--- config.mk ---
export PLATFORM = sky130hd
export DESIGN_NAME = monitor_secuencia_flat
export DESIGN_NICKNAME = d
export VERILOG_FILES = /design/src/rtl/monitor_secuencia_pkg.sv /design/src/rtl/monitor_secuencia_if.sv /design/src/rtl/monitor_secuencia_tabla_secuencia.sv /design/src/rtl/monitor_secuencia.sv /design/src/flat_wrapper.sv
export SDC_FILE = /design/constraint.sdc
export NUM_CORES = 1
export LEC_CHECK = 0
export BUFFER_PORTS_ARGS = -buffer_cell sky130_fd_sc_hd__buf_2
export CORE_MARGIN = 2
export CORE_UTILIZATION = 40
export CTS_BUF_LIST = sky130_fd_sc_hd__clkbuf_16
export CTS_CLUSTER_DIAMETER = 40
export DETAILED_ROUTE_END_ITERATION = 8
export PLACE_DENSITY = 0.61
export SYNTH_ARGS = -nofsm -noshare
export SYNTH_HDL_FRONTEND = slang
export SYNTH_HIERARCHICAL = 1
export SYNTH_SLANG_ARGS = --single-unit
--- constraint.sdc ---
create_clock -name C -period 3.1 [get_ports C]
set_clock_uncertainty 0.1 [all_clocks]
set_input_delay 0 -clock C [delete_from_list [all_inputs] [get_ports C]]
set_output_delay 0 -clock C [all_outputs]
set_load 0.01 [all_outputs]
--- src/rtl/monitor_secuencia_pkg.sv ---
// Shared definitions for the JK-counter sequence monitor: state encoding,
// the 0-4-14-6-3-12-11-13 cycle and lookup helpers over 4-bit codes.
package monitor_secuencia_pkg;

    typedef enum logic [1:0] {
        SYNC  = 2'd0,
        TRACK = 2'd1,
        FAULT = 2'd2
    } estado_t;

    localparam int unsigned LARGO_SEC = 8;
    localparam logic [3:0] SECUENCIA [LARGO_SEC] = '{
        4'd0, 4'd4, 4'd14, 4'd6, 4'd3, 4'd12, 4'd11, 4'd13
    };

    function automatic logic es_legal(input logic [3:0] codigo);
        logic r;
        r = 1'b0;
        for (int i = 0; i < int'(LARGO_SEC); i++) begin
            if (SECUENCIA[i] == codigo) r = 1'b1;
        end
        return r;
    endfunction

    // Codes outside the cycle map to index 0; callers gate on es_legal.
    function automatic logic [2:0] indice(input logic [3:0] codigo);
        logic [2:0] r;
        r = 3'd0;
        for (int i = 0; i < int'(LARGO_SEC); i++) begin
            if (SECUENCIA[i] == codigo) r = 3'(i);
        end
        return r;
    endfunction

    function automatic logic [3:0] siguiente(input logic [3:0] codigo);
        logic [2:0] pos;
        pos = indice(codigo) + 3'd1;
        return SECUENCIA[pos];
    endfunction

endpackage

--- src/rtl/monitor_secuencia_if.sv ---
// Sample bus between the counter under test and its monitor.
interface monitor_secuencia_if #(
    parameter int unsigned W_CNT = 8
);
    logic             EN;
    logic [3:0]       Q;
    logic             LOCK;
    logic [2:0]       POS;
    logic             ERR;
    logic             ILEGAL;
    logic             FAULT;
    logic [W_CNT-1:0] ERRORES;
    logic [W_CNT-1:0] VUELTAS;

    modport master (
        output EN, Q,
        input  LOCK, POS, ERR, ILEGAL, FAULT, ERRORES, VUELTAS
    );

    modport slave (
        input  EN, Q,
        output LOCK, POS, ERR, ILEGAL, FAULT, ERRORES, VUELTAS
    );
endinterface

--- src/rtl/monitor_secuencia_tabla_secuencia.sv ---
// Combinational lookup of a 4-bit code: legality, cycle index and successor.
module tabla_secuencia
    import monitor_secuencia_pkg::*;
(
    input  logic [3:0] codigo,
    output logic       esLegal_c,
    output logic [2:0] indice_c,
    output logic [3:0] sucesor_c
);

    always_comb begin
        esLegal_c = es_legal(codigo);
        indice_c  = indice(codigo);
        sucesor_c = siguiente(codigo);
    end

endmodule

--- src/rtl/monitor_secuencia.sv ---
// Registered checker for the arbitrary-sequence JK counter: tracks lock,
// position, mismatches, illegal codes, laps and a sticky fault.
module monitor_secuencia
    import monitor_secuencia_pkg::*;
#(
    parameter int unsigned MAX_ERR = 3,
    parameter int unsigned W_CNT   = 8
) (
    input  logic C,
    input  logic R,
    monitor_secuencia_if.slave bus
);

    localparam int unsigned W_CONSEC = (MAX_ERR < 2) ? 1 : $clog2(MAX_ERR + 1);
    localparam logic [W_CNT-1:0]    CNT_MAX    = '1;
    localparam logic [W_CONSEC-1:0] CONSEC_LIM = W_CONSEC'(MAX_ERR);

    estado_t             estado, estadoSig;
    logic [3:0]          prevQ, prevSig;
    logic [W_CONSEC-1:0] consec, consecSig;
    logic                lockR, lockSig;
    logic [2:0]          posR, posSig;
    logic                errR, errSig;
    logic                ilegalR, ilegalSig;
    logic                faultR, faultSig;
    logic [W_CNT-1:0]    errores, erroresSig;
    logic [W_CNT-1:0]    vueltas, vueltasSig;

    logic       qLegal;
    logic [2:0] qIndice;
    logic [3:0] unusedSucesorQ;
    logic       prevLegal;
    logic [2:0] unusedIndicePrev;
    logic [3:0] prevSucesor;

    tabla_secuencia tablaQ (
        .codigo    (bus.Q),
        .esLegal_c (qLegal),
        .indice_c  (qIndice),
        .sucesor_c (unusedSucesorQ)
    );

    tabla_secuencia tablaPrev (
        .codigo    (prevQ),
        .esLegal_c (prevLegal),
        .indice_c  (unusedIndicePrev),
        .sucesor_c (prevSucesor)
    );

    // State and every output register; reset clears all of it.
    always_ff @(posedge C) begin
        if (R) begin
            estado  <= SYNC;
            prevQ   <= 4'd0;
            consec  <= '0;
            lockR   <= 1'b0;
            posR    <= 3'd0;
            errR    <= 1'b0;
            ilegalR <= 1'b0;
            faultR  <= 1'b0;
            errores <= '0;
            vueltas <= '0;
        end else begin
            estado  <= estadoSig;
            prevQ   <= prevSig;
            consec  <= consecSig;
            lockR   <= lockSig;
            posR    <= posSig;
            errR    <= errSig;
            ilegalR <= ilegalSig;
            faultR  <= faultSig;
            errores <= erroresSig;
            vueltas <= vueltasSig;
        end
    end

    always_comb begin
        estadoSig  = estado;
        prevSig    = prevQ;
        consecSig  = consec;
        lockSig    = lockR;
        posSig     = posR;
        errSig     = 1'b0;
        ilegalSig  = 1'b0;
        faultSig   = faultR;
        erroresSig = errores;
        vueltasSig = vueltas;

        if (bus.EN) begin
            case (estado)
                SYNC: begin
                    if (qLegal) begin
                        prevSig   = bus.Q;
                        posSig    = qIndice;
                        estadoSig = TRACK;
                        lockSig   = 1'b1;
                    end else begin
                        ilegalSig = 1'b1;
                    end
                end
                TRACK: begin
                    if (prevLegal && (bus.Q == prevSucesor)) begin
                        prevSig   = bus.Q;
                        posSig    = qIndice;
                        consecSig = '0;
                        if ((prevQ == 4'd13) && (bus.Q == 4'd0) && (vueltas != CNT_MAX))
                            vueltasSig = vueltas + W_CNT'(1);
                    end else begin
                        errSig    = 1'b1;
                        consecSig = consec + W_CONSEC'(1);
                        if (errores != CNT_MAX)
                            erroresSig = errores + W_CNT'(1);
                        if (qLegal) begin
                            prevSig = bus.Q;
                            posSig  = qIndice;
                        end else begin
                            ilegalSig = 1'b1;
                            estadoSig = SYNC;
                            lockSig   = 1'b0;
                        end
                        // Reaching the limit overrides the drop back to SYNC.
                        if (consecSig == CONSEC_LIM) begin
                            estadoSig = FAULT;
                            faultSig  = 1'b1;
                            lockSig   = 1'b0;
                        end
                    end
                end
                FAULT: begin
                end
                default: begin
                    estadoSig = SYNC;
                end
            endcase
        end
    end

    assign bus.LOCK    = lockR;
    assign bus.POS     = posR;
    assign bus.ERR     = errR;
    assign bus.ILEGAL  = ilegalR;
    assign bus.FAULT   = faultR;
    assign bus.ERRORES = errores;
    assign bus.VUELTAS = vueltas;

endmodule

--- src/flat_wrapper.sv ---
// flat-port wrapper written by rule: the top's interface ports become plain ports
module monitor_secuencia_flat import monitor_secuencia_pkg::*;
#(
    parameter int unsigned MAX_ERR = 3,
    parameter int unsigned W_CNT   = 8
)
  (C, R, bus_EN, bus_Q, bus_LOCK, bus_POS, bus_ERR, bus_ILEGAL, bus_FAULT, bus_ERRORES, bus_VUELTAS);
  monitor_secuencia_if #(.W_CNT(W_CNT)) bus_i ();
  input  logic C;
  input  logic R;
  input wire logic [$bits(bus_i.EN)-1:0] bus_EN;
  input wire logic [$bits(bus_i.Q)-1:0] bus_Q;
  output wire logic [$bits(bus_i.LOCK)-1:0] bus_LOCK;
  output wire logic [$bits(bus_i.POS)-1:0] bus_POS;
  output wire logic [$bits(bus_i.ERR)-1:0] bus_ERR;
  output wire logic [$bits(bus_i.ILEGAL)-1:0] bus_ILEGAL;
  output wire logic [$bits(bus_i.FAULT)-1:0] bus_FAULT;
  output wire logic [$bits(bus_i.ERRORES)-1:0] bus_ERRORES;
  output wire logic [$bits(bus_i.VUELTAS)-1:0] bus_VUELTAS;
  assign bus_i.EN = bus_EN;
  assign bus_i.Q = bus_Q;
  assign bus_LOCK = bus_i.LOCK;
  assign bus_POS = bus_i.POS;
  assign bus_ERR = bus_i.ERR;
  assign bus_ILEGAL = bus_i.ILEGAL;
  assign bus_FAULT = bus_i.FAULT;
  assign bus_ERRORES = bus_i.ERRORES;
  assign bus_VUELTAS = bus_i.VUELTAS;
  monitor_secuencia #(.MAX_ERR(MAX_ERR), .W_CNT(W_CNT)) u_core (.C(C), .R(R), .bus(bus_i));
endmodule
==> qor.yml, run 1 <==
placed_design:
  placed_cell_area_um2: 1870
  dp.cells: 261
  gp_congestion: 0.820
  port_buffers: 29
  hpwlAfterDp_um: 2320
run_status:
  run_status: "completed"
drt:
  wl_per_cell_um: 12.4
  ant_nets: 0
  drt_iter0_drc: 77
  routed_wl_um: 3350
  drc: 0
  vias: 1405
  vias_per_cell: 5.20
  drtPass1Iterations: 4
global_routing:
  overflow: 0
  grt_use_total_pct: 15.1
  antenna_found_initial: 0
  grt_pass1_wl_um: 5840
  grt_pass1_vias: 1274
  grt_max_degree: 36
critical_path:
  crit_required_ns: 3.14
  cp.arrival_ns: 2.45
  worstSetupEndpointType: "flip-flop"
  path_class: "flip-flop to flip-flop"
  worstSetupStartpointType: "flip-flop"
  crit_fanout: 7
  reg2reg_slack_ns: 0.68
floorplanning:
  die_y_um: 69.2
  ios: 30
  core_area_um2: 4060
  start_util_pct: 41.9
  die_x_um: 69.2
  die_area_um2: 4790
  std_cell_rows: 23
power:
  p_leak_uw: 0.000876
  peakVddDrop_mv: 0.345
  p_per_area_nw_per_um2: 478
  finalPower_uw: 964
yosys:
  synth_fp_nets: 198
  syn_avg_cell_area_um2: 9.04
  syn_inst: 188
  synth_area_um2: 1700
  synth_warnings: 6
timing:
  slew_headroom_pct: 58.5
  setup_viol: 0
  rsz0062_at_grt: "false"
  worst_hold_slack_ns: 0.00197
  worst_pin_slew_ns: 0.623
  tns_ns: 0
  layout_min_cycle_time_ns: 2.42
  slew_viol_final: 0
  finalCritPeriodShare_pct: 78.0
  fmax_mhz: 413
  hold_violations: 0
cts:
  root_buffer: "clkbuf_16"
  cts_inserted_buffers: 5
  post_cts_buffers: 0
  cts_buffer_depth: 2
  clock-sinks: 31
  clk_pin_slew_ns: 0.05
  clk_latency_ns: 0.27
  cts_max_level: 2
  cts_tree: "yes"
finish:
  fin_cells: 270
  final_area_um2: 2020
  syn_to_final_growth_pct: 18.7
  drive_gt1_share_pct: 25.0
  nets: 229
  antenna_cells: 0
min_path:
  hp-class: "primary input to flip-flop"
job:
  max_cap_violations: 0
[placed cells by master, fill, tap and decap left out, drive strengths merged, types with 6 or more instances in the layout]
master  count
o21ai       8
mux2i      10
nor2       27
buf        29
nand3       7
a21oi      10
nand2      13
xnor2       6
xor2        6
inv         8
dfxtp      31
[per-layer routing]
metal	wire length (um)	share of wire, %	global-route usage, %	up-vias
met5	0	0	0	-
met4	48	1.4	5.23	0
met2	1510	45	23.3	22
met3	139	4.2	5.38	6
li1	-	-	-	733
met1	1650	49	19.5	644
[registers in the layout, indices dropped and copies added, names as in the netlist]
register            cells
u_core/bus.ERR          1
u_core/bus.FAULT        1
u_core/bus.LOCK         1
u_core/prevQ            4
u_core/bus.VUELTAS      8
u_core/bus.ILEGAL       1
u_core/bus.ERRORES      8
u_core/estado           2
u_core/consec           2
u_core/bus.POS          3
[report_power, final]
group,switching (uW),total (uW),internal (uW)
Sequential,10.1,418,408
Combinational,53.0,91.7,38.7
Clock,165,454,289
Total,228,964,736
[what timing repair did]
item,CTS,global route
setup endpoints to repair,0,0
endpoints found under the hold margin,1,0
gates resized for setup,0,0
hold buffers,1,0
[worst max-delay path: stages (launching register included)]
cell     delay [ns]
dfxtp_1        0.48
nor2b_4        0.21
a21o_1         0.09
nand2_1        0.06
xnor2_1        0.18
nand3_1        0.25
o31ai_4        0.59
mux2i_1        0.26
nor2_1         0.05
[path summary, 6_finish.rpt]
path                                 start                            end  cells after the start
max           u_core/prevQ[3]$_SDFFE_PP0P_   u_core/prevQ[1]$_SDFFE_PP0P_                      8
max reg2reg   u_core/prevQ[3]$_SDFFE_PP0P_   u_core/prevQ[1]$_SDFFE_PP0P_                      8
min                               bus_Q[3]   u_core/prevQ[3]$_SDFFE_PP0P_                      3
min reg2reg  u_core/consec[1]$_SDFFE_PP0P_  u_core/consec[1]$_SDFFE_PP0P_                      2
[layout make-up]
type | count | area, um^2
Clock buffer | 5 | 125
Clock inverter | 3 | 12.5
Fill cell | 388 | 2040
Inverter | 6 | 22.5
Multi-Input combinational cell | 145 | 1020
Sequential cell | 31 | 621
Tap cell | 50 | 62.6
Timing Repair Buffer | 30 | 155
[stage by stage]
step | util [%] | setup slack (ns)
floorplan | - | 0.988
global placement | 46.1 | 0.685
detailed placement | 46.1 | 0.695
CTS | 49.7 | 0.661
global route | 49.7 | 0.450
finish | 49.7 | 0.682
Power figures use the tool's default switching activity.
==> run 2, diff against run 1 <==
==> constraint.sdc (replaced) <==
create_clock -name C -period 2.4 [get_ports C]
set_clock_uncertainty 0.1 [all_clocks]
set_input_delay 0 -clock C [delete_from_list [all_inputs] [get_ports C]]
set_output_delay 0 -clock C [all_outputs]
set_load 0.01 [all_outputs]
==> qor.yml, run 2 (synthesis results as in run 1) <==
drt:
  vias: 1412
  drt_iter0_drc: 58
  vias_per_cell: 5.13
  ant_nets: 0
  drc: 0
  routed_wl_um: 3480
  drtPass1Iterations: 4
  wl_per_cell_um: 12.6
floorplanning:
  die_y_um: 69.2
  ios: 30
  core_area_um2: 4060
  die_x_um: 69.2
  start_util_pct: 41.9
  die_area_um2: 4790
  std_cell_rows: 23
finish:
  syn_to_final_growth_pct: 23.1
  final_cell_mix: "29 x buf_2, 29 x dfxtp_1, 27 x nor2_1, 13 x nand2_1"
  fillers: 387
  nets: 234
  antenna_cells: 0
  drive_gt1_share_pct: 28.4
  multi_input_area_um2: 1030
  regArea_um2: 623
critical_path:
  worstPathCellList: "o311ai_0 -> nand2_1 -> o31ai_4 -> buf_4 -> mux2i_1 -> nor2_1"
  crit_end: "u_core/prevQ[3]$_SDFFE_PP0P_"
  r2r_end: "u_core/prevQ[3]$_SDFFE_PP0P_"
  crit_fanout: 7
  crit_buf_inv: 1
  path_delay_family: "compound AO/OA/AOI/OAI gates"
  cp.arrival_ns: 2.29
  crit_cells: 6
  reg2reg_slack_ns: 0.15
  worstSetupStartpointType: "flip-flop"
  path_class: "flip-flop to flip-flop"
  max_stage_delay_ns: 0.57
  crit_path_top_delay_cell: "o311ai_0"
  timing.rr.start: "u_core/prevQ[0]$_SDFFE_PP0P_"
  worstSetupEndpointType: "flip-flop"
  worstRegToRegCells: 6
  cp-startpoint: "u_core/prevQ[0]$_SDFFE_PP0P_"
  crit_required_ns: 2.43
cts:
  cts_buffer_depth: 2
  cts_inserted_buffers: 5
  cts_max_level: 2
  clock-sinks: 31
  cts_tree: "yes"
  clk_pin_slew_ns: 0.05
  root_buffer: "clkbuf_16"
  post_cts_buffers: 0
  clk_latency_ns: 0.28
placed_design:
  port_buffers: 29
  dp_worst_setup_slack_ns: 0.0731
  hpwlAfterDp_um: 2420
  gp_congestion: 0.756
timing:
  setup_viol: 0
  slew_viol_final: 0
  fin_ws_ns: 0.145
  fmax_mhz: 444
  layout_min_cycle_time_ns: 2.25
  tns_ns: 0
  rsz0062_at_grt: "false"
  worst_pin_slew_ns: 0.636
  slew_headroom_pct: 57.6
  hold_violations: 0
  finalCritPeriodShare_pct: 93.9
power:
  p_per_area_nw_per_um2: 655
  finalPower_uw: 1370
  p_leak_uw: 0.000908
  peakVddDrop_mv: 0.302
global_routing:
  grt_pass1_vias: 1362
  overflow: 0
  use_met3_pct: 4.80
  antenna_found_initial: 0
  top_usage_layer: "met2"
  grt_pass1_wl_um: 6100
  use_met2_pct: 24.8
  use_met1_pct: 19.0
  grt_max_degree: 36
  grt_use_total_pct: 15.4
job:
  max_cap_violations: 0
min_path:
  min_path_cells: 3
  hp-class: "primary input to flip-flop"
run_status:
  run_status: "completed"
## run 2: cell count changes in the layout (fill, tap and decap cells not counted), moves of 2 or more
cell / change
buf_4: +4
inv_1: -2
dfxtp_1: -2
dfxtp_2: +2
## run 2: what timing repair did
action                                  4_1_cts  5_1_grt
gates resized for setup                       0        4
endpoints found under the hold margin         3        0
hold buffers                                  2        0
endpoints found under the setup margin        0       16
## run 2: worst min path at each step
| stage | startpoint | end | slack, ns |
|---|---|---|---|
| after floorplan | bus_Q[0] | u_core/prevQ[0]$_SDFFE_PP0P_ | 0.05 |
| after global placement | bus_EN | u_core/estado[0]$_SDFFE_PP0P_ | 0.23 |
| after detailed placement | bus_EN | u_core/estado[0]$_SDFFE_PP0P_ | 0.23 |
| after CTS | bus_Q[3] | u_core/prevQ[3]$_SDFFE_PP0P_ | 0.01 |
| after global routing | bus_Q[0] | u_core/prevQ[0]$_SDFFE_PP0P_ | 0.03 |
| final | bus_Q[3] | u_core/prevQ[3]$_SDFFE_PP0P_ | 0.008 |
## run 2: power breakdown
part           switching (uW)  total, uW  internal [uW]  leakage [uW]
clock                     221        704            483     0.0000812
combinational            70.9        125           54.5      0.000575
sequential               13.7        542            528      0.000252
## run 2: cell type report
class | instances | share of cell area, %
clock buffers | 5 | 5.98
clock inverters | 3 | 1.85
inverters | 6 | 1.08
multi-input cells | 145 | 49.0
flip-flops and latches | 31 | 29.8
well taps | 50 | 2.99
repair buffers | 35 | 9.32
## run 2: tightest hold or removal path: stages
cell,delay [ns]
buf_2,0.16
mux2i_1,0.10
nor2_1,0.08
## run 2: per-stage QoR
| step | instance area (um^2) | hold WS, ns | util (%) | std cells |
|---|---|---|---|---|
| finish | 2090 | 0.00764 | 51.6 | 275 |
| global route | 2090 | 0.0349 | 51.6 | 275 |
| CTS | 2080 | 0.0104 | 51.4 | 275 |
| detailed placement | 1900 | 0.235 | 46.8 | 265 |
| global placement | 1900 | 0.231 | 46.8 | 265 |
| floorplan | 1700 | 0.0472 | - | 188 |
## run 2: layer usage
layer	wire length, um	share of wire, %	up-vias
met1	1680	48	647
met4	55	1.6	0
met2	1610	46	19
met5	0	0	-
li1	-	-	741
met3	124	3.6	5
